## src/rtl/serial_bit_source.sv

```systemverilog
// Parallel-to-serial front end for the sequence detector: accepts words over valid/ready,
// buffers one word, and shifts them out one bit per clock on x with a fixed idle fill.
module serial_bit_source #(
    parameter int unsigned WIDTH     = 8,
    parameter bit          MSB_FIRST = 1'b1,
    parameter bit          IDLE_BIT  = 1'b1
) (
    input  logic                     clk,
    input  logic                     rst,
    input  logic [WIDTH-1:0]         din,
    input  logic                     din_valid,
    output logic                     din_ready,
    output logic                     x,
    output logic                     x_valid,
    output logic                     word_done,
    output logic                     busy,
    output logic [$clog2(WIDTH)-1:0] bit_cnt
);

    localparam int unsigned CNT_W = $clog2(WIDTH);
    localparam logic [CNT_W-1:0] LAST_IDX = CNT_W'(WIDTH - 1);

    typedef enum logic {
        ST_IDLE,
        ST_SHIFT
    } state_t;

    state_t             state_q, state_d;
    logic [WIDTH-1:0]   sreg_q, sreg_d;
    logic [WIDTH-1:0]   hold_q, hold_d;
    logic               hold_full_q, hold_full_d;
    logic [CNT_W-1:0]   cnt_q, cnt_d;

    logic               shifting;
    logic               last_bit;
    logic               xfer;
    logic               out_bit;
    logic [WIDTH-1:0]   sreg_shifted;

    assign shifting  = (state_q == ST_SHIFT);
    assign last_bit  = shifting && (cnt_q == LAST_IDX);
    assign din_ready = !hold_full_q;
    assign xfer      = din_valid && din_ready;

    // The bit on x always sits at the outgoing end of sreg; shifting moves the next one there.
    assign out_bit      = MSB_FIRST ? sreg_q[WIDTH-1] : sreg_q[0];
    assign sreg_shifted = MSB_FIRST ? {sreg_q[WIDTH-2:0], 1'b0} : {1'b0, sreg_q[WIDTH-1:1]};

    always_comb begin
        // NOTE: every next-state signal takes its current value first, so no branch can infer a latch.
        state_d     = state_q;
        sreg_d      = sreg_q;
        cnt_d       = cnt_q;
        hold_d      = hold_q;
        hold_full_d = hold_full_q;

        case (state_q)
            ST_IDLE: begin
                if (xfer) begin
                    sreg_d  = din;
                    cnt_d   = '0;
                    state_d = ST_SHIFT;
                end
            end
            ST_SHIFT: begin
                if (last_bit) begin
                    // Refill from the hold first; a held word blocks din_ready so xfer is 0 here.
                    if (hold_full_q) begin
                        sreg_d      = hold_q;
                        hold_full_d = 1'b0;
                        cnt_d       = '0;
                    end else if (xfer) begin
                        sreg_d = din;
                        cnt_d  = '0;
                    end else begin
                        cnt_d   = '0;
                        state_d = ST_IDLE;
                    end
                end else begin
                    sreg_d = sreg_shifted;
                    cnt_d  = cnt_q + CNT_W'(1);
                    if (xfer) begin
                        hold_d      = din;
                        hold_full_d = 1'b1;
                    end
                end
            end
            default: begin
                state_d = ST_IDLE;
                cnt_d   = '0;
            end
        endcase
    end

    always_ff @(posedge clk or negedge rst) begin
        if (!rst) begin
            state_q     <= ST_IDLE;
            sreg_q      <= '0;
            cnt_q       <= '0;
            hold_full_q <= 1'b0;
        end else begin
            // NOTE: state registers use non-blocking assignment so every flop samples pre-edge values.
            state_q     <= state_d;
            sreg_q      <= sreg_d;
            cnt_q       <= cnt_d;
            hold_full_q <= hold_full_d;
        end
    end

    // NOTE: the hold data is deliberately not reset; hold_full qualifies it, so stale contents never reach x.
    always_ff @(posedge clk) begin
        hold_q <= hold_d;
    end

    assign x         = shifting ? out_bit : IDLE_BIT;
    assign x_valid   = shifting;
    assign word_done = last_bit;
    assign busy      = shifting || hold_full_q;
    assign bit_cnt   = cnt_q;

endmodule

```

## config.mk

```make
export PLATFORM = sky130hd
export DESIGN_NAME = serial_bit_source
export DESIGN_NICKNAME = d
export VERILOG_FILES = /design/src/rtl/serial_bit_source.sv
export SDC_FILE = /design/constraint.sdc
export NUM_CORES = 1
export LEC_CHECK = 0
export BUFFER_PORTS_ARGS = -buffer_cell sky130_fd_sc_hd__buf_4
export CAP_MARGIN = 20
export CORE_AREA = 8 8 55 57
export CTS_BUF_LIST = sky130_fd_sc_hd__clkbuf_2 sky130_fd_sc_hd__clkbuf_4 sky130_fd_sc_hd__clkbuf_8
export DETAILED_ROUTE_END_ITERATION = 10
export DIE_AREA = 0 0 63 65
export PLACE_DENSITY = 0.66
export SLEW_MARGIN = 5
export SYNTH_ARGS = -nofsm -noshare
export SYNTH_HDL_FRONTEND = slang
export SYNTH_SLANG_ARGS = --single-unit
```

## constraint.sdc

```tcl
create_clock -name clk -period 2.35 [get_ports clk]
set_clock_uncertainty 0.05 [all_clocks]
set_input_delay 0.1175 -clock clk [delete_from_list [all_inputs] [get_ports clk]]
set_output_delay 0.1175 -clock clk [all_outputs]
set_load 0.02 [all_outputs]
```

# Word level (Yosys, flattened, before mapping)
# Cells that the tools add are included.
# Widths: inputs -> output; s select.
[totals]
ff_bits = 21
latchBits = 0
mem_bits_rw = 0
mem_bits_ro = 0
input_bits = 11
output_inout_bits = 8
wordCells = 31
mem_count = 0
[classes]
addsub = 1
n_mul = 0
n_div = 0
n_lt_le_gt_ge = 0
eq_ne = 2
shifts = 0
mux = 14
bitwise_logic = 2
reduce_logical = 7
[ops]
columns = ["op", "count"]
rows = [
  ["$mux 8", 3],
  ["$pmux 8 s2", 1],
  ["$mux 1", 6],
  ["$mux 3", 2],
  ["$pmux 3 s2", 1],
  ["$add 3x1->3 const B", 1],
  ["$eq 3x3->1 const B", 1],
  ["$reduce_and 3->1", 1],
  ["$logic_and 1x1->1", 2],
  ["$ne 2x2->1 const B", 1],
  ["$not 1->1", 2],
  ["$pmux 1 s2", 1],
  ["$reduce_and 2->1", 1],
  ["$reduce_bool 2->1", 1],
  ["$logic_not 1->1", 1],
  ["$logic_or 1x1->1", 1],
]

# Logic depth before layout (Yosys ltp)
[logic_depth]
ltp_word = 6
mapped_depth = 6
mapped_depth_nobuf = 5

# Worst setup path after synthesis
# Ideal clock, no wire load.
[synth_timing]
path_type = "register to register"
startpoint = "register cnt_q[0], in the netlist bit_cnt[0]"
endpoint = "register hold_q[0], enable pin"
setup_time_ns = 0.370
arrival_ns = 1.416
required_time_ns = 1.930
path_slack_ns = 0.513
path_stages_with_launch = 6
path_buffers = 0
synth_period_minus_slack_ns = 1.837
cell_sequence = "dfrtp_1 > ha_1 > ha_1 > inv_1 > nand2_1 > nor2_1"
[synth_between]
elab_chain_cells = 4
[synth_lines]
columns = ["item", "line_no", "text"]
rows = [
  ["from (decl)", "32", "logic [CNT_W-1:0] cnt_q, cnt_d;"],
  ["from (signal assigned)", "105", "cnt_q <= cnt_d;"],
  ["$eq 3x3->1", "41", "assign last_bit = shifting && (cnt_q == LAST_IDX);"],
  ["$logic_and 1x1->1", "41", ""],
  ["$not 1->1 (no line)", "n/a", ""],
  ["$reduce_and 3->1 (no line)", "n/a", ""],
  ["to (signal assigned)", "112", "hold_q <= hold_d;"],
  ["to (decl)", "30", "logic [WIDTH-1:0] hold_q, hold_d;"],
]
# Every way passes these cells.
# A chain may end at the register's enable or synchronous reset.

# Final worst setup path
[layout_timing]
startpoint = "register cnt_q[0], in the netlist bit_cnt[0]"
endpoint = "register sreg_q[6]"
[layout_between]
elab_chain_cells = 4
[layout_lines]
columns = ["item", "line_no", "text"]
rows = [
  ["$eq 3x3->1", "41", ""],
  ["$logic_and 1x1->1", "41", ""],
  ["$mux 8", "66", "if (last_bit) begin"],
  ["$pmux 8 s2", "57", "case (state_q)"],
  ["via sreg_d[6]", "29", "logic [WIDTH-1:0] sreg_q, sreg_d;"],
  ["to (signal assigned)", "104", "sreg_q <= sreg_d;"],
  ["to (decl)", "29", ""],
]
# The timed path passes the listed nets, and every way through them passes these cells.

==> impl_metrics.tcl <==
set metrics [dict create \
    vias 751 \
    r2r_end "sreg_q[6]$_DFF_PN0_" \
    clk_latency_ns 0.31 \
    utilization 0.5603 \
    tritoncts "yes" \
    vias_per_cell 5.364 \
    syn_area_um2 944.7 \
    globalRoute.busiestLayer "met2" \
    diodes 0 \
    place.gp.congestion 0.7496 \
    first_global_vias 770 \
    cts_resized 0 \
    clk_path_buf_depth 2 \
    drt_iter0_drc 23 \
    drcViolationCount 0 \
    cts.sinks 21 \
    fillers 190 \
    die_area_um2 4095 \
    reg2regPathDepth 5 \
    antenna_found_initial 0 \
    hp-class "in2reg" \
    track_usage 0.1106 \
    met1_usage 0.1333 \
    hold_end "hold_full_q$_DFFE_PN0P_" \
    r2r-start "bit_cnt[0]$_DFFE_PN0P_" \
    start_util 0.4397 \
    finalHoldViolCount 0 \
    fin_nets 126 \
    cts.clk_slew.worst_paths_ns 0.12 \
    leakage_nw 0.5180 \
    finalMaxSlewViolations 0 \
    max-cap-violations 0 \
    antenna_left 0 \
    layout_commonest_cell "nand2_1" \
    dp_hpwl_um 1432 \
    cts-buffers-inserted 3 \
    layout-drive-gt1-share 0.2411 \
    period_minus_slack_ns 1.925 \
    area_growth_pct 27.42 \
    worstPathArrival_ns 2.04 \
    grt_overflow_total 0 \
    tightest_slew_ns 0.6337 \
    grt_util_met2 0.1805 \
    rsz0062_at_grt "false" \
    regToRegSetupSlack_ns 0.42 \
    path_max_fanout 13 \
    regArea_um2 565.5 \
    grtUsageMet3 0.03952 \
    worst_ir_drop_vdd_mv 0.6195 \
    critPathLaunchType "register" \
    dieWidth_um 63 \
    mostFrequentLayoutCells "22 x nand2_1, 19 x buf_4, 13 x dfrtp_1, 9 x dlygate4sd3_1, 8 x edfxtp_1" \
    io_buffers 18 \
    num_io_pins 19 \
    syn_inst 85 \
    status "finished, final reports clean" \
    multi_input_area_um2 335.3 \
    slew-limit-headroom 0.5775 \
    grt_pass1_wl_um 3684 \
    drt-total-wl_um 2112 \
    synth_nets 98 \
    coreArea_um2 2148 \
    h-tree-depth 1 \
    critical_path_required_ns 2.47 \
    syn_avg_cell_area_um2 11.11 \
    core.rowCount 17 \
    fin_crit_sh 0.8193 \
    synth_seq_cells 21 \
    max_freq_mhz 519.4 \
    fin_setup_tns_ns 0 \
    wl_per_cell_um 15.09 \
    root_buffer "clkbuf_4" \
    p_per_area_nw_per_um2 1148 \
    critPathKind "reg2reg" \
    worstHoldStart "din_valid" \
    yosys_warnings 0 \
    synth_seq_area_share 0.5987 \
    synth.distinct_cells 23 \
    grt_max_degree 21 \
    power_mw 1.381 \
    min_path_cells 3 \
    setup_viol 0 \
    worstSetupEndpointType "register" \
    first_pass_iters 4 \
    chipHeight_um 65 \
]
-- worst max-delay path, stage by stage (launching register included) --
cell and delay [ns]:
dfrtp_1 0.43, ha_1 0.18, ha_1 0.41, inv_1 0.14, o21ai_2 0.39, a32oi_1 0.17
-- cell usage after synthesis (all sizes together) --
cell type,count,area share
nor3,1,0.0053
nand2,22,0.087
nand2b,2,0.021
clkbuf,1,0.0040
o21ai,5,0.030
edfxtp,8,0.25
a21oi,1,0.0053
dfrtp,13,0.34
inv,2,0.0079
or2,1,0.0066
and2b,1,0.0093
and2,1,0.0066
o22ai,7,0.046
a211oi,2,0.016
ha,2,0.026
nor2,2,0.0079
a32oi,7,0.065
nor2b,2,0.013
buf,4,0.034
nand3b,1,0.0079
-- how the worst max path moves through the flow --
stage	from	to	slack (ns)	depth (start not counted)
2_1_floorplan	bit_cnt[0]$_DFFE_PN0P_	hold_q[0]$_DFFE_PP_	0.51	5
3_3_place_gp	bit_cnt[0]$_DFFE_PN0P_	hold_q[2]$_DFFE_PP_	0.59	6
3_5_place_dp	bit_cnt[0]$_DFFE_PN0P_	sreg_q[4]$_DFF_PN0_	0.51	5
4_1_cts	bit_cnt[0]$_DFFE_PN0P_	sreg_q[4]$_DFF_PN0_	0.47	5
5_1_grt	bit_cnt[0]$_DFFE_PN0P_	sreg_q[6]$_DFF_PN0_	0.28	5
6_report	bit_cnt[0]$_DFFE_PN0P_	sreg_q[6]$_DFF_PN0_	0.42	5
-- per-layer routing --
layer | vias up | part of all wire | routed length, um
met5 | - | 0 | 0
met4 | 0 | 0.012 | 26
met3 | 4 | 0.064 | 136
met2 | 24 | 0.47 | 986
met1 | 361 | 0.46 | 963
li1 | 362 | - | -
-- state kept, by name, indices dropped and copies added (netlist names) --
signal and cells:
hold_q 8, sreg_q 8, bit_cnt 3, hold_full_q 1, x_valid 1
-- power breakdown --
group | total, mW | internal (mW) | switching (mW)
Sequential | 0.635 | 0.512 | 0.123
Clock | 0.173 | 0.0636 | 0.109
Combinational | 0.573 | 0.260 | 0.314
-- cell type report --
| class | instances | area share |
|---|---|---|
| timing repair buffer | 28 | 0.1933 |
| tap | 28 | 0.02911 |
| clock buffer | 3 | 0.01871 |
| clock inverter | 1 | 0.004158 |
| sequential | 21 | 0.4699 |
| multi-input combinational | 57 | 0.2786 |
| inverter | 2 | 0.006237 |
-- stage by stage --
stage / cell area, um2 / std cells / worst slack (ns) / hold WS (ns)
floorplan: 944.7 / 85 / 0.5133 / -0.2281
global placement: 1086 / 127 / 0.5893 / -0.07759
detailed placement: 1086 / 127 / 0.5076 / -0.07357
CTS: 1204 / 140 / 0.4722 / 0.06241
global route: 1204 / 140 / 0.2846 / 0.05679
finish: 1204 / 140 / 0.4246 / 0.05705
-- logic make-up after synthesis --
| family | count (synthesis) | synth area share |
|---|---|---|
| AOI/OAI and AO/OA | 22 | 0.1629 |
| buffers and inverters | 7 | 0.04636 |
| DFF | 21 | 0.5987 |
| adders and majority gates | 2 | 0.02649 |
| and+or+nand+nor | 33 | 0.1656 |
-- repair_timing --
item / in CTS / in global routing
hold buffers: 9 / 0
endpoints found under the hold margin: 21 / 0
setup buffers: 0 / 0
No activity file was read; power rests on OpenSTA's default activity.
